### src/rtl/axil4_rr_arbiter.sv
// Two-master / one-slave AXI-Lite-4 arbiter with independent round-robin read and write arbiters.
// Define AXIL_ARB_FIXED_PRIO_EN to make the data cache (m2) win every tie instead.
module axil4_rr_arbiter #(
   parameter int ADDR_W = 32,
   parameter int DATA_W = 128,
   parameter int STRB_W = DATA_W / 8
) (
   input  logic              clk,
   input  logic              rst,
   // master 1 (instruction cache)
   input  logic [ADDR_W-1:0] m1_readAddr_addr,
   input  logic              m1_readAddr_valid,
   output logic              m1_readAddr_ready,
   output logic [DATA_W-1:0] m1_readData_data,
   output logic              m1_readData_valid,
   input  logic              m1_readData_ready,
   input  logic [ADDR_W-1:0] m1_writeAddr_addr,
   input  logic              m1_writeAddr_valid,
   output logic              m1_writeAddr_ready,
   input  logic [DATA_W-1:0] m1_writeData_data,
   input  logic [STRB_W-1:0] m1_writeData_strb,
   input  logic              m1_writeData_valid,
   output logic              m1_writeData_ready,
   output logic [31:0]       m1_writeResp_msg,
   output logic              m1_writeResp_valid,
   input  logic              m1_writeResp_ready,
   // master 2 (data cache)
   input  logic [ADDR_W-1:0] m2_readAddr_addr,
   input  logic              m2_readAddr_valid,
   output logic              m2_readAddr_ready,
   output logic [DATA_W-1:0] m2_readData_data,
   output logic              m2_readData_valid,
   input  logic              m2_readData_ready,
   input  logic [ADDR_W-1:0] m2_writeAddr_addr,
   input  logic              m2_writeAddr_valid,
   output logic              m2_writeAddr_ready,
   input  logic [DATA_W-1:0] m2_writeData_data,
   input  logic [STRB_W-1:0] m2_writeData_strb,
   input  logic              m2_writeData_valid,
   output logic              m2_writeData_ready,
   output logic [31:0]       m2_writeResp_msg,
   output logic              m2_writeResp_valid,
   input  logic              m2_writeResp_ready,
   // slave (SRAM)
   output logic [ADDR_W-1:0] s_readAddr_addr,
   output logic              s_readAddr_valid,
   input  logic              s_readAddr_ready,
   input  logic [DATA_W-1:0] s_readData_data,
   input  logic              s_readData_valid,
   output logic              s_readData_ready,
   output logic [ADDR_W-1:0] s_writeAddr_addr,
   output logic              s_writeAddr_valid,
   input  logic              s_writeAddr_ready,
   output logic [DATA_W-1:0] s_writeData_data,
   output logic [STRB_W-1:0] s_writeData_strb,
   output logic              s_writeData_valid,
   input  logic              s_writeData_ready,
   input  logic [31:0]       s_writeResp_msg,
   input  logic              s_writeResp_valid,
   output logic              s_writeResp_ready,
   // ownership and FSM observation
   output logic [1:0]        rd_grant,
   output logic [1:0]        wr_grant,
   output logic [1:0]        rdState,
   output logic [1:0]        wrState
);

   // Handshake rule on every channel: a beat transfers on a rising edge where valid & ready;
   // valid never waits on ready, and the owner must hold valid until its beat transfers.
   typedef enum logic [1:0] {R_IDLE = 2'd0, R_ADDR = 2'd1, R_DATA = 2'd2} rdState_t;
   typedef enum logic [1:0] {W_IDLE = 2'd0, W_REQ = 2'd1, W_RESP = 2'd2} wrState_t;

   rdState_t   rdCur, rdNext;
   wrState_t   wrCur, wrNext;
   logic [1:0] rdGrantNext, wrGrantNext;
   logic [1:0] rdWin, wrWin;
   logic       awDone, wDone;
   logic       awHs, wHs, rdDataHs, wrRespHs;

   assign awHs     = s_writeAddr_valid & s_writeAddr_ready;
   assign wHs      = s_writeData_valid & s_writeData_ready;
   assign rdDataHs = (rdCur == R_DATA) & s_readData_valid & s_readData_ready;
   assign wrRespHs = (wrCur == W_RESP) & s_writeResp_valid & s_writeResp_ready;
   assign rdState  = rdCur;
   assign wrState  = wrCur;

`ifdef AXIL_ARB_FIXED_PRIO_EN
   assign rdWin = m2_readAddr_valid  ? 2'b10 : {1'b0, m1_readAddr_valid};
   assign wrWin = m2_writeAddr_valid ? 2'b10 : {1'b0, m1_writeAddr_valid};
`else
   // Last-owner pointers: 1 means m2 won the previous grant, so m1 takes the next tie.
   logic rdLastM2, wrLastM2;

   assign rdWin = (m1_readAddr_valid & m2_readAddr_valid)
                  ? (rdLastM2 ? 2'b01 : 2'b10) : {m2_readAddr_valid, m1_readAddr_valid};
   assign wrWin = (m1_writeAddr_valid & m2_writeAddr_valid)
                  ? (wrLastM2 ? 2'b01 : 2'b10) : {m2_writeAddr_valid, m1_writeAddr_valid};

   always_ff @(posedge clk or posedge rst) begin
      if (rst) begin
         rdLastM2 <= 1'b1;
         wrLastM2 <= 1'b1;
      end else begin
         if (rdDataHs) rdLastM2 <= rd_grant[1];
         if (wrRespHs) wrLastM2 <= wr_grant[1];
      end
   end
`endif

   always_ff @(posedge clk or posedge rst) begin
      if (rst) begin
         rdCur    <= R_IDLE;
         wrCur    <= W_IDLE;
         rd_grant <= 2'b00;
         wr_grant <= 2'b00;
         awDone   <= 1'b0;
         wDone    <= 1'b0;
      end else begin
         rdCur    <= rdNext;
         wrCur    <= wrNext;
         rd_grant <= rdGrantNext;
         wr_grant <= wrGrantNext;
         if (wrCur == W_REQ) begin
            if (awHs) awDone <= 1'b1;
            if (wHs)  wDone  <= 1'b1;
         end else if (wrRespHs) begin
            awDone <= 1'b0;
            wDone  <= 1'b0;
         end
      end
   end

   always_comb begin
      rdNext            = rdCur;
      rdGrantNext       = rd_grant;
      s_readAddr_addr   = '0;
      s_readAddr_valid  = 1'b0;
      s_readData_ready  = 1'b0;
      m1_readAddr_ready = 1'b0;
      m2_readAddr_ready = 1'b0;
      m1_readData_data  = '0;
      m1_readData_valid = 1'b0;
      m2_readData_data  = '0;
      m2_readData_valid = 1'b0;
      case (rdCur)
         R_IDLE: if (rdWin != 2'b00) begin
            rdGrantNext = rdWin;
            rdNext      = R_ADDR;
         end
         R_ADDR: begin
            s_readAddr_addr   = rd_grant[0] ? m1_readAddr_addr  : m2_readAddr_addr;
            s_readAddr_valid  = rd_grant[0] ? m1_readAddr_valid : m2_readAddr_valid;
            m1_readAddr_ready = rd_grant[0] & s_readAddr_ready;
            m2_readAddr_ready = rd_grant[1] & s_readAddr_ready;
            if (s_readAddr_valid & s_readAddr_ready) rdNext = R_DATA;
         end
         R_DATA: begin
            m1_readData_data  = rd_grant[0] ? s_readData_data : '0;
            m2_readData_data  = rd_grant[1] ? s_readData_data : '0;
            m1_readData_valid = rd_grant[0] & s_readData_valid;
            m2_readData_valid = rd_grant[1] & s_readData_valid;
            s_readData_ready  = rd_grant[0] ? m1_readData_ready : m2_readData_ready;
            if (s_readData_valid & s_readData_ready) begin
               rdNext      = R_IDLE;
               rdGrantNext = 2'b00;
            end
         end
         default: begin
            rdNext      = R_IDLE;
            rdGrantNext = 2'b00;
         end
      endcase
   end

   always_comb begin
      wrNext             = wrCur;
      wrGrantNext        = wr_grant;
      s_writeAddr_addr   = '0;
      s_writeAddr_valid  = 1'b0;
      s_writeData_data   = '0;
      s_writeData_strb   = '0;
      s_writeData_valid  = 1'b0;
      s_writeResp_ready  = 1'b0;
      m1_writeAddr_ready = 1'b0;
      m2_writeAddr_ready = 1'b0;
      m1_writeData_ready = 1'b0;
      m2_writeData_ready = 1'b0;
      m1_writeResp_msg   = '0;
      m1_writeResp_valid = 1'b0;
      m2_writeResp_msg   = '0;
      m2_writeResp_valid = 1'b0;
      case (wrCur)
         W_IDLE: if (wrWin != 2'b00) begin
            wrGrantNext = wrWin;
            wrNext      = W_REQ;
         end
         W_REQ: begin
            // A channel that already transferred stays quiet until the response completes.
            s_writeAddr_addr   = wr_grant[0] ? m1_writeAddr_addr : m2_writeAddr_addr;
            s_writeAddr_valid  = (wr_grant[0] ? m1_writeAddr_valid : m2_writeAddr_valid) & ~awDone;
            s_writeData_data   = wr_grant[0] ? m1_writeData_data : m2_writeData_data;
            s_writeData_strb   = wr_grant[0] ? m1_writeData_strb : m2_writeData_strb;
            s_writeData_valid  = (wr_grant[0] ? m1_writeData_valid : m2_writeData_valid) & ~wDone;
            m1_writeAddr_ready = wr_grant[0] & s_writeAddr_ready & ~awDone;
            m2_writeAddr_ready = wr_grant[1] & s_writeAddr_ready & ~awDone;
            m1_writeData_ready = wr_grant[0] & s_writeData_ready & ~wDone;
            m2_writeData_ready = wr_grant[1] & s_writeData_ready & ~wDone;
            if ((awDone | (s_writeAddr_valid & s_writeAddr_ready)) &
                (wDone  | (s_writeData_valid & s_writeData_ready)))
               wrNext = W_RESP;
         end
         W_RESP: begin
            m1_writeResp_msg   = wr_grant[0] ? s_writeResp_msg : '0;
            m2_writeResp_msg   = wr_grant[1] ? s_writeResp_msg : '0;
            m1_writeResp_valid = wr_grant[0] & s_writeResp_valid;
            m2_writeResp_valid = wr_grant[1] & s_writeResp_valid;
            s_writeResp_ready  = wr_grant[0] ? m1_writeResp_ready : m2_writeResp_ready;
            if (s_writeResp_valid & s_writeResp_ready) begin
               wrNext      = W_IDLE;
               wrGrantNext = 2'b00;
            end
         end
         default: begin
            wrNext      = W_IDLE;
            wrGrantNext = 2'b00;
         end
      endcase
   end

endmodule

### config.mk
export PLATFORM = sky130hd
export DESIGN_NAME = axil4_rr_arbiter
export DESIGN_NICKNAME = d
export VERILOG_FILES = /design/src/rtl/axil4_rr_arbiter.sv
export SDC_FILE = /design/constraint.sdc
export NUM_CORES = 1
export LEC_CHECK = 0
export ABC_CLOCK_PERIOD_IN_PS = 2200
export CORE_AREA = 2 2 443 445
export CTS_BUF_LIST = sky130_fd_sc_hd__clkbuf_16
export CTS_CLUSTER_DIAMETER = 50
export CTS_CLUSTER_SIZE = 24
export DETAILED_ROUTE_END_ITERATION = 10
export DIE_AREA = 0 0 445 447
export SLEW_MARGIN = 40
export SYNTH_ARGS = -nofsm -noshare
export SYNTH_HDL_FRONTEND = slang
export SYNTH_SLANG_ARGS = --single-unit
### constraint.sdc
create_clock -name clk -period 2.2 [get_ports clk]
set_clock_uncertainty 0.15 [all_clocks]
set_input_delay 0.55 -clock clk [delete_from_list [all_inputs] [get_ports clk]]
set_output_delay 0.55 -clock clk [all_outputs]
set_load 0.005 [all_outputs]
==> flow_summary.json, run 1 <==
{
  "status": "complete, but fails checks",
  "violations": "setup timing",
  "critical_path_class": "flop to primary output",
  "end_kind": "primary output",
  "hpwl_um": 180000,
  "rrSetupSlack_ns": 0.17,
  "synth_cells": 910,
  "root_buffer": "clkbuf_16",
  "synthesis.nets": 1503,
  "globalplace.congestion": 0.973,
  "ant_nets": 0,
  "drtPass1Iterations": 5,
  "final_common_cell": "clkdlybuf4s50_1",
  "routed_wl_um": 198000,
  "fin_crit_ns": 2.69,
  "routedWlPerCell_um": 39.2,
  "layout.nets": 3060,
  "rsz0062_at_grt": "true",
  "synth_warnings": 0,
  "min_period_over_period_pct": 122,
  "rr_worst_depth": 5,
  "fmax_mhz": 371,
  "drtIter0Drc": 906,
  "clk_latency_ns": 0.26,
  "crit_fanout": 14,
  "viasPerCell": 2.82,
  "reg2reg_from": "wr_grant[0]",
  "drcViolationCount": 0,
  "ys_seq_elements": 12,
  "fp.dieH_um": 447,
  "syn_area_mm2": 0.00612,
  "critPathRequiredTime_ns": 1.50,
  "initial_core_util_pct": 3.15,
  "rr_endpoint": "wrState[0]",
  "ys_seq_area_share_pct": 4.95,
  "dp.cells": 4845,
  "crit_start": "wr_grant[0]",
  "clk_transition_reported_paths_ns": 0.05,
  "max-cap-violations": 0,
  "clock-sinks": 12,
  "hold_path.class": "flop to flop",
  "synth.distinct_cells": 35,
  "setup_ws_ns": -0.494,
  "cts_tree": "built",
  "hold_slack_ns": 0.453,
  "area_growth_syn_to_layout_pct": 368,
  "setup_viol": 514,
  "crit_end": "s_writeData_data[64]",
  "portBuffers": 1143,
  "slew_violations": 0,
  "power.total_mw": 19.0,
  "overflow": 0,
  "n_fill_cell": 22100,
  "core_area_mm2": 0.194,
  "vias": 14200,
  "setup_tns_ns": -127.42,
  "cts_buffers": 3,
  "drive_gt1_share_pct": 53.3,
  "finalHoldViolCount": 0,
  "relSlewSlack_pct": 64.5,
  "final_cells": 5045,
  "p_leak_nw": 12.2,
  "peakVddDrop_v": 0.000359,
  "grt_max_degree": 37,
  "die_w_um": 445,
  "grt_usage_pct": 18.7,
  "grt_pass1_vias": 13600,
  "synth.avg_cell_area_um2": 6.72,
  "worstSetupStartpointType": "flop",
  "placementRows": 162,
  "final_cell_mix": "clkdlybuf4s50_1 (575), buf_4 (348), buf_12 (282), and2_4 (171), mux2i_1 (166)",
  "die_area_mm2": 0.199,
  "io_pins": 1144,
  "grt_pass1_wl_um": 223000,
  "cts_buffer_depth": 2,
  "tightest_slew_ns": 0.531,
  "cp.arrival_ns": 1.99,
  "cts-htree-levels": 1,
  "powerDensity_mw_per_mm2": 663,
  "antenna_found_initial": 190
}
routing by layer:
layer,global-route usage (%),vias up,part of all wire [%]
li1,-,6112,-
met1,23.9,6858,43
met2,31.7,944,48
met3,4.81,268,7.0
met4,3.09,38,2.5
met5,0,-,0.12
flip-flops by register name, indices dropped and copies added (netlist names):
register / flops
rdState: 2
rd_grant: 2
wrState: 2
wr_grant: 2
awDone: 1
rdLastM2: 1
wDone: 1
wrLastM2: 1
stage by stage:
step	util [%]	instance area, um2	setup slack, ns
floorplan	-	6120	0.249
global placement	13.1	25400	-0.776
detailed placement	13.1	25400	-0.804
CTS	13.8	26900	-0.546
global route	14.7	28600	-0.521
finish	14.8	28700	-0.494
where the power goes:
group          switching [mW]  leakage (nW)  internal, mW
Combinational            8.46          12.0          9.72
Clock                   0.135        0.0388         0.242
Sequential             0.0932         0.139         0.335
Total                    8.69          12.2          10.3
worst max-delay path: stages, from the launching register on:
cell and delay (ns):
dfrtp_4 0.48, buf_12 0.16, buf_4 0.15, buf_8 0.12
buf_12 0.15, mux2i_2 0.17, buf_4 0.18, nor2_4 0.11
buf_12 0.14
synth_stat cells:
master | number | area, um2
and3_1 | 6 | 37.5
or2_2 | 1 | 6.26
nand2b_4 | 1 | 13.8
dfrtp_1 | 10 | 250
nor3_2 | 1 | 10.0
o31ai_1 | 2 | 15.0
clkbuf_1 | 13 | 48.8
buf_2 | 33 | 165
a32oi_1 | 2 | 17.5
buf_4 | 15 | 113
nor2b_1 | 1 | 6.26
dfstp_2 | 2 | 52.6
and3b_1 | 3 | 26.3
inv_1 | 10 | 37.5
clkbuf_2 | 22 | 110
a31oi_1 | 2 | 12.5
nor2_1 | 219 | 822
a211oi_1 | 2 | 15.0
o22ai_1 | 1 | 6.26
and2_1 | 324 | 2030
nand3_1 | 5 | 25.0
mux2i_4 | 1 | 22.5
o311a_1 | 2 | 20.0
mux2_2 | 5 | 56.3
nand2b_1 | 3 | 18.8
o21ai_0 | 4 | 20.0
a21oi_1 | 3 | 15.0
or3_1 | 1 | 6.26
o21bai_1 | 2 | 15.0
nand2_1 | 1 | 3.75
o32ai_1 | 1 | 8.76
o2111ai_1 | 1 | 8.76
nor3_1 | 1 | 5.00
mux2i_1 | 209 | 2090
o211ai_1 | 1 | 7.51
worst min path at each step:
stage / start / to / slack [ns] / depth (start not counted)
after floorplan: rst / awDone / 0.26 / 1
after global placement: awDone / awDone / 0.41 / 2
after detailed placement: awDone / awDone / 0.43 / 2
after CTS: wDone / wDone / 0.44 / 2
after global routing: wDone / wDone / 0.48 / 2
final: wDone / wDone / 0.45 / 2
kinds of logic (layout without fill, tap and decap cells):
| kind of cell | Yosys count | in the layout | synth area share (%) |
|---|---|---|---|
| other | 0 | 37 | 0 |
| flip-flops | 12 | 12 | 4.95 |
| AO/OA/AOI/OAI | 23 | 23 | 2.64 |
| buffers and inverters | 93 | 1649 | 7.75 |
| AND/OR/NAND/NOR | 567 | 567 | 49.2 |
| multiplexers | 215 | 215 | 35.5 |
area by class of cell:
cell class,count,area [um2],share of cell area (%)
repair buffers,1635,18400,64.4
multi-input cells,805,6510,22.7
well taps,2542,3180,11.1
flip-flops and latches,12,309,1.08
diodes,37,92.6,0.323
clock buffers,3,75.1,0.262
inverters,10,46.3,0.162
clock inverters,1,3.75,0.0131
repair_timing:
item | in CTS | in global routing
hold buffers | 0 | 0
setup buffers | 63 | 91
pin swaps | 28 | 93
endpoints found under the setup margin | 546 | 544
endpoints found under the hold margin | 0 | 0
gates resized for setup | 902 | 792
cloned | 14 | 19
No activity file was read; power rests on OpenSTA's default activity.
==> run 2, diff against run 1 <==
--- a/config.mk
+++ b/config.mk
@@ -5,6 +5,7 @@
 export SDC_FILE = /design/constraint.sdc
 export NUM_CORES = 1
 export LEC_CHECK = 0
+export ABC_AREA = 0
 export ABC_CLOCK_PERIOD_IN_PS = 2200
 export CORE_AREA = 2 2 443 445
 export CTS_BUF_LIST = sky130_fd_sc_hd__clkbuf_16
==> results of run 2 <==
The final DEF is identical to that of run 1; final timing and power are the same.
